File: src/rtl/hs_tx_sequencer.sv
// HS burst sequencer: HS-zero prep, 0xB8 sync, LSB-first payload pairs, HS-trail.
// Each clock emits one (B2,B1) bit pair to a dual-edge serializer.
module hs_tx_sequencer #(
  parameter int PREP_CYCLES  = 8,
  parameter int TRAIL_CYCLES = 4
) (
  input  logic       TxDDRClkHS,
  input  logic       TxRst,
  input  logic       TxRequestHS,
  input  logic [7:0] TxDataHS,
  input  logic       TxValidHS,
  output logic       TxReadyHS,
  output logic       deff_en,
  output logic       serial_B2,
  output logic       serial_B1,
  output logic       TxActiveHS
);

  typedef enum logic [2:0] {IDLE, PREP, SYNC, DATA, TRAIL} state_t;

  localparam logic [7:0] SYNC_BYTE  = 8'hB8;
  localparam logic [7:0] PREP_LAST  = 8'(PREP_CYCLES - 1);
  localparam logic [7:0] TRAIL_LAST = 8'(TRAIL_CYCLES - 1);

  state_t     state, state_n;
  logic [1:0] pair, pair_n;
  logic [7:0] cnt, cnt_n;
  logic [7:0] shreg, shreg_n;
  logic       en_n, b2_n, b1_n, act_n;
  logic [7:0] nxt_bits;

  // shreg holds the byte on the wire (0xB8 during SYNC), so shreg[7] is the last bit sent
  assign nxt_bits = shreg >> {pair + 2'd1, 1'b0};

  always_comb begin
    state_n   = state;
    pair_n    = pair;
    cnt_n     = cnt;
    shreg_n   = shreg;
    en_n      = deff_en;
    b2_n      = serial_B2;
    b1_n      = serial_B1;
    TxReadyHS = ((state == SYNC) || (state == DATA)) && (pair == 2'd3) && TxRequestHS;
    case (state)
      IDLE: begin
        en_n = 1'b0;
        b2_n = 1'b0;
        b1_n = 1'b0;
        if (TxRequestHS) begin
          state_n = PREP;
          cnt_n   = '0;
          en_n    = 1'b1;
        end
      end
      PREP: begin
        b2_n  = 1'b0;
        b1_n  = 1'b0;
        cnt_n = cnt + 8'd1;
        if (cnt == PREP_LAST) begin
          state_n = SYNC;
          pair_n  = '0;
          shreg_n = SYNC_BYTE;
          b2_n    = SYNC_BYTE[0];
          b1_n    = SYNC_BYTE[1];
        end
      end
      SYNC, DATA: begin
        if (pair != 2'd3) begin
          pair_n = pair + 2'd1;
          b2_n   = nxt_bits[0];
          b1_n   = nxt_bits[1];
        end else if (TxReadyHS && TxValidHS) begin
          state_n = DATA;
          pair_n  = '0;
          shreg_n = TxDataHS;
          b2_n    = TxDataHS[0];
          b1_n    = TxDataHS[1];
        end else begin
          state_n = TRAIL;
          pair_n  = '0;
          cnt_n   = '0;
          b2_n    = ~shreg[7];
          b1_n    = ~shreg[7];
        end
      end
      TRAIL: begin
        cnt_n = cnt + 8'd1;
        if (cnt == TRAIL_LAST) begin
          state_n = IDLE;
          cnt_n   = '0;
          en_n    = 1'b0;
          b2_n    = 1'b0;
          b1_n    = 1'b0;
        end
      end
      default: state_n = IDLE;
    endcase
    act_n = (state_n != IDLE);
  end

  always_ff @(posedge TxDDRClkHS or posedge TxRst) begin
    if (TxRst) begin
      state      <= IDLE;
      pair       <= '0;
      cnt        <= '0;
      shreg      <= '0;
      deff_en    <= 1'b0;
      serial_B2  <= 1'b0;
      serial_B1  <= 1'b0;
      TxActiveHS <= 1'b0;
    end else begin
      state      <= state_n;
      pair       <= pair_n;
      cnt        <= cnt_n;
      shreg      <= shreg_n;
      deff_en    <= en_n;
      serial_B2  <= b2_n;
      serial_B1  <= b1_n;
      TxActiveHS <= act_n;
    end
  end

endmodule
File: config.mk
export PLATFORM = sky130hd
export DESIGN_NAME = hs_tx_sequencer
export DESIGN_NICKNAME = d
export VERILOG_FILES = /design/src/rtl/hs_tx_sequencer.sv
export SDC_FILE = /design/constraint.sdc
export NUM_CORES = 1
export LEC_CHECK = 0
export ABC_CLOCK_PERIOD_IN_PS = 5610
export CAP_MARGIN = 10
export CORE_UTILIZATION = 51
export CTS_BUF_LIST = sky130_fd_sc_hd__clkbuf_2 sky130_fd_sc_hd__clkbuf_4 sky130_fd_sc_hd__clkbuf_8
export CTS_CLUSTER_SIZE = 16
export DETAILED_ROUTE_END_ITERATION = 8
export PLACE_DENSITY = 0.74
export SLEW_MARGIN = 20
export SYNTH_ARGS = -nofsm -noshare
export SYNTH_HDL_FRONTEND = slang
export SYNTH_SLANG_ARGS = --single-unit
File: constraint.sdc
create_clock -name TxDDRClkHS -period 5.61 [get_ports TxDDRClkHS]
set_input_delay 1.4025 -clock TxDDRClkHS [delete_from_list [all_inputs] [get_ports TxDDRClkHS]]
set_output_delay 1.4025 -clock TxDDRClkHS [all_outputs]
set_load 0.01 [all_outputs]
Word level (Yosys, flattened, before mapping)
Cells that the tools add are included.
{ "totals": {"register_bits": 25, "word_cells": 70} }
{ "op_classes": {"n_addsub": 2, "eq_ne": 14, "shift": 1, "n_mux": 27, "n_bitwise": 1, "reduce_logical": 17} }
{ "op_table": {"columns": ["cell", "n"], "rows": [
  ["$mux 8", 7],
  ["$pmux 8 s4", 1],
  ["$pmux 8 s2", 1],
  ["$mux 3", 5],
  ["$ne 2x2->1 const B", 7],
  ["$pmux 3 s4", 1],
  ["$add 8x1->8 const B", 1],
  ["$eq 8x2->1 const B", 1],
  ["$eq 8x3->1 const B", 1],
  ["$reduce_and 4->1", 2],
  ["$shr 8x3->2", 1],
  ["$eq 3x2->1 const B", 2],
  ["$mux 1", 6],
  ["$pmux 1 s3", 2],
  ["$reduce_and 2->1", 3],
  ["$reduce_bool 3->1", 2],
  ["$mux 2", 2],
  ["$pmux 2 s2", 1],
  ["$reduce_bool 2->1", 2],
  ["$reduce_bool 4->1", 1],
  ["$reduce_or 2->1", 2],
  ["$eq 3x1->1 const B", 1],
  ["$eq 3x3->1 const B", 1],
  ["$logic_and 1x1->1", 3],
  ["6 further kinds", 6]
]} }

Depth between registers and ports, before layout
{ "logic_depth": {"word_depth": 9, "mapped_depth": 7} }

Worst setup path before layout
No wires, ideal clock.
{ "synth_path": {"path_type": "input-to-output", "from": "input TxRequestHS", "to": "output TxReadyHS", "t_arrival_ns": 1.890, "t_required_ns": 4.208, "setup_slack_ns": 2.318, "cell_stages": 2, "cell_sequence": "clkbuf_1 -> and3_1"} }
{ "synth_between": {"elab_chain_len": 1} }
{ "synth_rtl": {"columns": ["item", "line_no", "text"], "rows": [
  ["start, declared", "9", "input logic TxRequestHS,"],
  ["$logic_and 1x1->1", "43", "TxReadyHS = ((state == SYNC) || (state == DATA)) && (pair == 2'd3) && TxRequestHS;"],
  ["end, declared", "12", "output logic TxReadyHS,"]
]} }
No other way between the ends.

Worst setup path in the final report
Ends and elaborated chain as after synthesis.

==> results.yml <==
min_path:
  whs_path_depth: 1
  min_to: "shreg[4]"
  hold_start: "shreg[4]"
  min_path_type: "reg -> reg"
route:
  drtIter0Drc: 47
  first_pass_iters: 5
  routed_wl_um: 2603
  vias_per_cell: 6.235
  num_vias: 1060
  postRouteAntennaNets: 0
  drt-wirelength-per-cell_um: 15.31
  drt_drc_violations_left: 0
setup_path:
  timing.rr.start: "pair[0]"
  startpoint_type: "primary input"
  critPathMaxFanout: 11
  cp.required_ns: 4.21
  critPathKind: "in -> out"
  ff2ff_path_depth: 5
  critPathArrivalTime_ns: 2.87
  timing.rr.end: "cnt[7]"
  endpoint_kind: "primary output"
  r2r_slack_ns: 3.25
placement:
  port_buffers: 16
  globalplace.congestion: 0.7997
  hpwl_um: 1987
  place_inst: 166
die:
  coreArea_sq_um: 2455
  io_pins: 17
  fp.dieW_um: 52.95
  row_count: 18
  initial_core_util_pct: 53.92
  die-height_um: 52.95
  dieArea_sq_um: 2803
clocking:
  cts_buffer_depth: 2
  cts.clk_slew.worst_paths_ns: 0.13
  ctsResizeCount: 0
  tritoncts: "built"
  clock-sinks: 25
  clk_latency_ns: 0.32
  htree_levels: 1
  cts_buffers: 3
  cts.hold.buffers_added: 0
  post-cts-setup-buffer-count: 0
  cts-root-buf: "clkbuf_4"
logic_synthesis:
  syn_area_sq_um: 1324
  syn-num-nets: 142
  ys_seq_elements: 25
  ys_types: 37
  avgSynthCellArea_sq_um: 10.34
  yosysSeqAreaShare_pct: 47.26
  yosys_warnings: 0
  synthCells: 128
global_route:
  grt_max_degree: 26
  grtUsageTotal_pct: 22.17
  grt_pass1_wl_um: 4519
  antenna_found_initial: 0
  grt_pass1_vias: 1005
  overflow: 0
timing:
  fmax_mhz: 234.3
  grt_setup_unrepaired: "no"
  finClkSkew_ns: 0.002195
  hold_viol: 0
  worst_slew_pin_slew_ns: 0.9157
  final_max_slew_viol_count: 0
  fin_tns_setup_ns: 0
  fin_crit_ns: 4.268
  fin_crit_sh_pct: 76.08
  relSlewSlack_pct: 38.88
  setup_viol: 0
run:
  maxCapViolations: 0
finish:
  nets: 155
  regArea_sq_um: 625.6
  layout_common_cells: "dfrtp_1 (25), clkdlybuf4s50_1 (16), o21ai_0 (10), a21oi_1 (9)"
  instances_no_fill: 170
  area_growth_pct: 14.18
  final_common_cell: "dfrtp_1"
  drive_gt1_share_pct: 9.286
  multi_input_comb_area_sq_um: 631.9
  antenna_cells: 0
  nFillCells: 202
power_and_ir_drop:
  peakVddDrop_uv: 329.5
  p_leak_nw: 0.6260
  powerDensity_nw_per_um2: 443.1
outcome:
  outcome: "finished clean"
==> logic make-up (layout without fill, tap and decap cells) <==
logic type      count (synthesis)  after routing  share of synthesized area (%)
buf+inv                        15             27                          5.010
fa+ha+maj                       2              2                          1.890
mux                             4              4                          5.009
flops                          25             25                          47.26
simple gates                   37             37                          16.26
compound gates                 45             45                          24.57
==> routing by layer <==
metal  global-route usage [%]  part of all wire (%)
met3                    4.023                   4.7
met1                    30.36                    46
met2                    35.65                    48
met4                    6.140                   1.1
met5                        0                     0
==> cell usage after synthesis, drive strengths merged <==
library cell   n  area, sq um
or4            4        33.78
a32o           1        10.01
clkbuf         5        18.77
a21oi          9        45.04
and4           1        8.760
or3            5        31.28
nand2          8        30.03
o31ai          4        30.03
o311ai         1        16.27
nand3          5        25.02
and3           1        6.260
a21bo          2        20.02
nand4          1        6.260
a21boi         1        11.26
mux2i          1        10.01
nor3           1        5.000
or2            1        6.260
o211ai         2        15.01
nor2b          1        6.260
a22o           8        70.07
buf            3        21.27
mux4           2        45.04
nor4           2        27.53
nand2b         1        6.260
inv            7        26.28
o21ai         11        55.05
a221o          1        10.01
dfrtp         25        625.6
ha             2        25.02
nor2           6        22.52
o22a           4        35.03
mux2           1        11.26
a21o           1        7.510
==> metrics by stage <==
| stage | total power, mW | hold slack [ns] | util [%] | setup WS (ns) | area (sq um) |
|---|---|---|---|---|---|
| finish | 0.6697 | 0.5052 | 61.57 | 1.342 | 1511 |
| detailed placement | 0.5878 | 0.4771 | 60.35 | 1.347 | 1481 |
| floorplan | 0.5127 | 0.4548 | - | 2.318 | 1324 |
| global route | 0.7332 | 0.5365 | 61.57 | 1.281 | 1511 |
| global placement | 0.5732 | 0.4758 | 60.35 | 1.373 | 1481 |
| CTS | 0.6741 | 0.5022 | 61.57 | 1.342 | 1511 |
==> worst max-delay path by stage <==
| stage | start | to | cells after the start |
|---|---|---|---|
| global route | TxRequestHS | TxReadyHS | 3 |
| CTS | TxRequestHS | TxReadyHS | 3 |
| global placement | TxRequestHS | TxReadyHS | 3 |
| detailed placement | TxRequestHS | TxReadyHS | 3 |
| floorplan | TxRequestHS | TxReadyHS | 2 |
| finish | TxRequestHS | TxReadyHS | 3 |
==> sequential cells by signal, summed over array words and instances (netlist names) <==
name / count
pair: 2
cnt: 8
deff_en: 1
state: 3
serial_B2: 1
serial_B1: 1
TxActiveHS: 1
shreg: 8
==> area by class of cell <==
cell class / instances / share of cell area [%]
Clock buffer: 4 / 1.987
Inverter: 7 / 1.738
Multi-Input combinational cell: 88 / 41.80
Sequential cell: 25 / 41.39
Tap cell: 30 / 2.483
Timing Repair Buffer: 16 / 10.60
==> power by group <==
group / switching (mW) / leakage, nW / internal, mW / total [mW]
combinational: 0.137 / 0.289 / 0.146 / 0.283
clock: 0.0521 / 0.0184 / 0.0327 / 0.0848
sequential: 0.0586 / 0.318 / 0.243 / 0.301
total: 0.248 / 0.626 / 0.422 / 0.670
==> critical path, stage by stage <==
cell and delay [ns]:
clkdlybuf4s50_1 0.67, and3_1 0.25, clkdlybuf4s50_1 0.54
Note: power is estimated with default switching activity, not from simulation.
